**src/rtl/stream_mux_if.sv**
```systemverilog
// Handshake bundle for stream_mux: N valid/ready input channels in, one tagged stream out.
// Defining STREAM_MUX_LAST_EN adds the in_last/out_last packet-framing signals.
interface stream_mux_if #(
  parameter int DATA_SIZE   = 32,
  parameter int SELECT_SIZE = 2
);
  localparam int PORT_COUNT = 1 << SELECT_SIZE;

  logic                   mode;
  logic [SELECT_SIZE-1:0] port;
  logic [PORT_COUNT-1:0]  in_valid;
  logic [DATA_SIZE-1:0]   in_data [PORT_COUNT];
  logic [PORT_COUNT-1:0]  in_ready;
  logic                   out_valid;
  logic [DATA_SIZE-1:0]   out_data;
  logic [SELECT_SIZE-1:0] out_port;
  logic                   out_ready;
`ifdef STREAM_MUX_LAST_EN
  logic [PORT_COUNT-1:0]  in_last;
  logic                   out_last;
`endif

  // The mux itself is the slave; producers and the consumer together form the master.
  modport slave (
    input  mode, port, in_valid, in_data, out_ready,
`ifdef STREAM_MUX_LAST_EN
    input  in_last,
    output out_last,
`endif
    output in_ready, out_valid, out_data, out_port
  );

  modport master (
    output mode, port, in_valid, in_data, out_ready,
`ifdef STREAM_MUX_LAST_EN
    output in_last,
    input  out_last,
`endif
    input  in_ready, out_valid, out_data, out_port
  );
endinterface

```
**src/rtl/stream_mux.sv**
```systemverilog
// Registered valid/ready stream mux: fixed-port or round-robin selection, one-deep output stage.
// Optional STREAM_MUX_LAST_EN holds the grant on one channel until its in_last beat is accepted.
module stream_mux #(
  parameter int DATA_SIZE   = 32,
  parameter int SELECT_SIZE = 2
) (
  input  logic         clk,
  input  logic         rst_n,
  stream_mux_if.slave  bus
);
  localparam int PORT_COUNT = 1 << SELECT_SIZE;

  logic                   r_out_valid;
  logic [DATA_SIZE-1:0]   r_out_data;
  logic [SELECT_SIZE-1:0] r_out_port;
  logic [SELECT_SIZE-1:0] r_ptr;

  logic                   w_load;
  logic                   w_xfer;
  logic                   w_ptr_upd;
  logic                   w_grant_valid;
  logic [SELECT_SIZE-1:0] w_grant;
  logic                   w_rr_found;
  logic [SELECT_SIZE-1:0] w_rr_grant;
  logic [SELECT_SIZE-1:0] w_idx;

`ifdef STREAM_MUX_LAST_EN
  logic                   r_out_last;
  logic                   r_locked;
  logic                   r_lock_rr;
  logic [SELECT_SIZE-1:0] r_lock_port;
`endif

  assign w_load = !r_out_valid || bus.out_ready;

  // Scan from the highest offset down so the channel nearest ptr+1 wins the final assignment.
  always_comb begin
    // NOTE: every always_comb output gets a default first so no path leaves it unassigned (no latch).
    w_rr_found = 1'b0;
    w_rr_grant = '0;
    w_idx      = '0;
    for (int i = PORT_COUNT - 1; i >= 0; i--) begin
      w_idx = r_ptr + SELECT_SIZE'(i + 1);
      if (bus.in_valid[w_idx]) begin
        w_rr_found = 1'b1;
        w_rr_grant = w_idx;
      end
    end
  end

  always_comb begin
    w_grant       = w_rr_grant;
    w_grant_valid = w_rr_found;
`ifdef STREAM_MUX_LAST_EN
    if (r_locked) begin
      w_grant       = r_lock_port;
      w_grant_valid = 1'b1;
    end else if (!bus.mode) begin
      w_grant       = bus.port;
      w_grant_valid = 1'b1;
    end
`else
    if (!bus.mode) begin
      w_grant       = bus.port;
      w_grant_valid = 1'b1;
    end
`endif
  end

  // Ready is gated by rst_n directly so producers see no acceptance during a reset cycle.
  always_comb begin
    bus.in_ready = '0;
    if (rst_n && w_grant_valid && w_load) bus.in_ready[w_grant] = 1'b1;
  end

  assign w_xfer = rst_n && w_grant_valid && w_load && bus.in_valid[w_grant];

`ifdef STREAM_MUX_LAST_EN
  // A locked packet moves ptr only when its closing beat lands, and only if it was arbitrated.
  assign w_ptr_upd = w_xfer && bus.in_last[w_grant] && (r_locked ? r_lock_rr : bus.mode);
`else
  assign w_ptr_upd = w_xfer && bus.mode;
`endif

  always_ff @(posedge clk) begin
    // NOTE: sequential state uses non-blocking assignments so every register samples pre-edge values.
    if (!rst_n) begin
      r_out_valid <= 1'b0;
      r_out_data  <= '0;
      r_out_port  <= '0;
      r_ptr       <= '1;
    end else begin
      if (w_load) r_out_valid <= w_xfer;
      if (w_xfer) begin
        r_out_data <= bus.in_data[w_grant];
        r_out_port <= w_grant;
      end
      if (w_ptr_upd) r_ptr <= w_grant;
    end
  end

`ifdef STREAM_MUX_LAST_EN
  always_ff @(posedge clk) begin
    if (!rst_n) begin
      r_out_last  <= 1'b0;
      r_locked    <= 1'b0;
      r_lock_rr   <= 1'b0;
      r_lock_port <= '0;
    end else if (w_xfer) begin
      r_out_last <= bus.in_last[w_grant];
      r_locked   <= !bus.in_last[w_grant];
      if (!r_locked) begin
        r_lock_port <= w_grant;
        r_lock_rr   <= bus.mode;
      end
    end
  end

  assign bus.out_last = r_out_last;
`endif

  assign bus.out_valid = r_out_valid;
  assign bus.out_data  = r_out_data;
  assign bus.out_port  = r_out_port;
endmodule

```
**src/flat_wrapper.sv**
```systemverilog
// flat-port wrapper written by rule: the top's interface ports become plain ports
module stream_mux_flat 
#(
  parameter int DATA_SIZE   = 32,
  parameter int SELECT_SIZE = 2
)
  (clk, rst_n, bus_mode, bus_port, bus_in_valid, bus_in_data, bus_out_ready, bus_in_ready, bus_out_valid, bus_out_data, bus_out_port);
  stream_mux_if #(.DATA_SIZE(DATA_SIZE), .SELECT_SIZE(SELECT_SIZE)) bus_i ();
  input  logic clk;
  input  logic rst_n;
  input wire logic [$bits(bus_i.mode)-1:0] bus_mode;
  input wire logic [$bits(bus_i.port)-1:0] bus_port;
  input wire logic [$bits(bus_i.in_valid)-1:0] bus_in_valid;
  input wire logic [$bits(bus_i.in_data)-1:0] bus_in_data;
  input wire logic [$bits(bus_i.out_ready)-1:0] bus_out_ready;
  output wire logic [$bits(bus_i.in_ready)-1:0] bus_in_ready;
  output wire logic [$bits(bus_i.out_valid)-1:0] bus_out_valid;
  output wire logic [$bits(bus_i.out_data)-1:0] bus_out_data;
  output wire logic [$bits(bus_i.out_port)-1:0] bus_out_port;
  assign bus_i.mode = bus_mode;
  assign bus_i.port = bus_port;
  assign bus_i.in_valid = bus_in_valid;
  assign bus_i.in_data = {>>{bus_in_data}};
  assign bus_i.out_ready = bus_out_ready;
  assign bus_in_ready = bus_i.in_ready;
  assign bus_out_valid = bus_i.out_valid;
  assign bus_out_data = bus_i.out_data;
  assign bus_out_port = bus_i.out_port;
  stream_mux #(.DATA_SIZE(DATA_SIZE), .SELECT_SIZE(SELECT_SIZE)) u_core (.clk(clk), .rst_n(rst_n), .bus(bus_i));
endmodule
```
**config.mk**
```make
export PLATFORM = sky130hd
export DESIGN_NAME = stream_mux_flat
export DESIGN_NICKNAME = d
export VERILOG_FILES = /design/src/rtl/stream_mux_if.sv /design/src/rtl/stream_mux.sv /design/src/flat_wrapper.sv
export SDC_FILE = /design/constraint.sdc
export NUM_CORES = 1
export LEC_CHECK = 0
export BUFFER_PORTS_ARGS = -buffer_cell sky130_fd_sc_hd__clkbuf_2
export CAP_MARGIN = 10
export CORE_ASPECT_RATIO = 0.7
export CORE_MARGIN = 1.5
export CORE_UTILIZATION = 43
export DETAILED_ROUTE_END_ITERATION = 10
export PLACE_DENSITY = 0.82
export SYNTH_ARGS = -nofsm -noshare
export SYNTH_HDL_FRONTEND = slang
export SYNTH_SLANG_ARGS = --single-unit
export TNS_END_PERCENT = 50
```
**constraint.sdc**
```tcl
create_clock -name clk -period 4.51 [get_ports clk]
set_clock_uncertainty 0.05 [all_clocks]
set_input_delay 1.353 -clock clk [delete_from_list [all_inputs] [get_ports clk]]
set_output_delay 1.353 -clock clk [all_outputs]
set_load 0.05 [all_outputs]
```
==> results.md <==
* H-tree depth at 2
* Critical Path RT at 3.11 ns
* Pleak at 1.905 nW
* TritonCTS buffer count at 5
* Slowest CP cell: a311oi_4
* Max-slew headroom at 57.15%
* Clk sinks at 37
* Later-pin clock latency in the skew report at 0.28 ns
* GRT overflow at 0
* DRT iter0 DRCs at 186
* Run status: complete, no violations
* Placed Area at 3581 sq um
* Clock-pin slew of the registers on the worst-case setup and hold paths at 0.07 ns
* Crit. End Element: output pin
* Worst path max stage delay at 0.39 ns
* RePlAce Congestion at 0.9158
* Ys Warns at 0
* Setup repair bufs after CTS at 0
* R2R cell count at 8
* Slew @ Worst Pin at 0.6427 ns
* Input/output buffers at 176
* Fill count at 571
* Synth area leaders: dfxtp_1 28%, nand2_1 24%, nand3_1 12%
* HP Class: flip-flop to flip-flop
* Count of state elements after synthesis at 37
* Critical Path Start Type: input pin
* Largest buffer count on any clock path at 2
* Post-synthesis sequential area ratio at 27.78%
* Antenna Cells at 0
* RSZ-0062 raised after global routing: no
* Final core occ at 63.03%
* Residual DRC at 0
* CP Max Fanout at 10
* Syn Std Cell Area at 2666 sq um
* DRT antenna net count at 0
* Library cells used by synthesis at 35
* Dpl cells at 647
* Clock tree from TritonCTS: yes
* Final min period at 4.295 ns
* Pin count of the biggest net entering global routing at 66
* Hold-fix buffers at CTS at 0
* Tcrit/Tclk final at 95.23%
* Max Cap Viol at 0
* Final net count at 717
* Yosys top cell area share at 27.78%
* Hold Crit Start: u_core.bus.out_port[0]$_SDFFE_PN0P_
* Cell mode on critical path: clkbuf_2
* Final wirelength at 9059 um
* DR vias at 3472
* Bufs and invs on worst path at 2
* Via-to-Cell Ratio at 5.301
* R2r endpoint: u_core.bus.out_data[11]$_SDFFE_PN0P_
* Starting Density at 45.64%
* EDFF count, synth at 0
* Syn Area/Cell at 6.259 sq um
* Final cell count without fillers at 655
* Post-synthesis instance total at 426
* Endpoint, Worst Hold: u_core.bus.out_port[0]$_SDFFE_PN0P_
* F_max at 232.8 MHz
* Hold Path Depth at 2
* I/O Pins at 177
* Row Count at 23
* Post-DP HPWL at 6539 um
* Final Max Tran Viols at 0
* Global-route wire length before repair at 13940 um
* CORE AREA at 5842 sq um
* Initial antenna violation count at 0
* Post-CTS sizing at 0
* Synth top cells by count: 167 x nand2_1, 64 x nand3_1, 38 x a21oi_1, 37 x dfxtp_1, 32 x a31o_1
* CTS root buffer: clkbuf_8
* Syn nets at 564
* Final count of negative-setup-slack endpoints at 0
* Total track usage at 25.47%
* Fin area at 3682 sq um
* Syn-to-layout area delta at 38.10%
* DRT Pass-1 Iters at 4
* Fraction of layout cells with a size suffix above 1 at 35.17%
* Kind of critical path: input pin to output pin
* Die Span Y at 68.88 um
* Crit path max-delay family: simple AND/OR/NAND/NOR gates
* Die width at 97.12 um
* Vias in the first global route at 3095
* Fraction of registers with async set/reset at 0%
* Top-count cell post-synth: nand2_1
* Pwr Density at 334.9 nW/um^2
* Ys flop type: dfxtp_1
* Crit-path cells: clkbuf_2 > or2_4 > a311oi_4 > nand2b_1 > and3_2 > clkbuf_2
* Endpoints failing hold at 0
* Die area at 6689 sq um
* WL/cell at 13.83 um
* Critical Path AT at 2.89 ns
* Maximum vdd drop at 151.6 uV
* FF-to-FF setup slack at 1.42 ns
* R2R Path Start: u_core.r_ptr[0]$_SDFFE_PN1P_
* Synth area leader: dfxtp_1
[worst max-delay path by stage]
stage | from | to | slack [ns] | depth (start not counted)
6_report | bus_in_valid[1] | bus_in_ready[2] | 0.22 | 6
3_3_place_gp | bus_in_valid[1] | bus_in_ready[2] | 0.27 | 6
3_5_place_dp | bus_in_valid[1] | bus_in_ready[2] | 0.22 | 6
5_1_grt | bus_in_valid[1] | bus_in_ready[2] | 0.15 | 6
2_1_floorplan | bus_in_valid[1] | bus_in_ready[1] | -0.07 | 8
4_1_cts | bus_in_valid[1] | bus_in_ready[2] | 0.22 | 6
[cell families after synthesis]
kind of cell    after synthesis  synth area share (%)
flops                        37                 27.78
buf+inv                      44                 6.851
simple gates                253                 40.36
mux                           1                0.5630
compound gates               91                 24.45
[layout make-up]
class                      count  area, sq um  share of cell area [%]
sequential                    37        740.7                   20.12
clock buffer                   7        96.34                   2.616
multi-input combinational    345         1779                   48.32
tap                           75        93.84                   2.548
clock inverter                 1        5.005                  0.1359
timing repair buffer         185        948.4                   25.76
inverter                       5        18.77                  0.5097
[where the power goes]
part	internal [W]	switching (W)
Clock	0.000138	0.000116
Sequential	0.000376	0.0000284
Combinational	0.000179	0.000397
[cell usage in the layout (no fill, tap or decap), drive strengths merged, types with 2 or more instances in the layout]
cell and count:
o21ai 4, inv 5, a21oi 38, nor2 6, dfxtp 37, a311oi 2, nor2b 2, and3 2
nand2b 6, buf 9, nand3 64, o22ai 2, nand2 167, a31o 32, o21a 2, o31ai 3
clkbuf 183, or2 2, nor3b 3
[state kept, by name, indices dropped and copies added, names as in the netlist]
name / count
u_core.bus.out_data: 32
u_core.bus.out_port: 2
u_core.r_ptr: 2
u_core.bus.out_valid: 1
[metrics by stage]
step	setup TNS (ns)	hold WS (ns)	worst slack (ns)	total power, W
2_1_floorplan	-0.1943	0.5613	-0.06906	0.0008157
3_3_place_gp	0	0.4147	0.2711	0.0009752
3_5_place_dp	0	0.4306	0.2181	0.0009869
4_1_cts	0	0.4406	0.2173	0.001238
5_1_grt	0	0.4801	0.1488	0.001304
6_report	0	0.4401	0.2150	0.001233
[worst register-to-register path: stages (launching register included)]
cell	delay, ns
dfxtp_1	0.51
nand2b_1	0.24
a21oi_1	0.15
o31ai_4	0.28
buf_4	0.58
mux2_4	0.36
and2_1	0.33
buf_4	0.27
a31o_1	0.23
[per-layer routing]
| metal | global-route usage [%] | routed length (um) |
|---|---|---|
| met2 | 45.63 | 4155 |
| met3 | 6.855 | 802 |
| met1 | 30.97 | 3988 |
| met5 | 0 | 0 |
| met4 | 6.884 | 112 |
No activity file was read; power rests on OpenSTA's default activity.
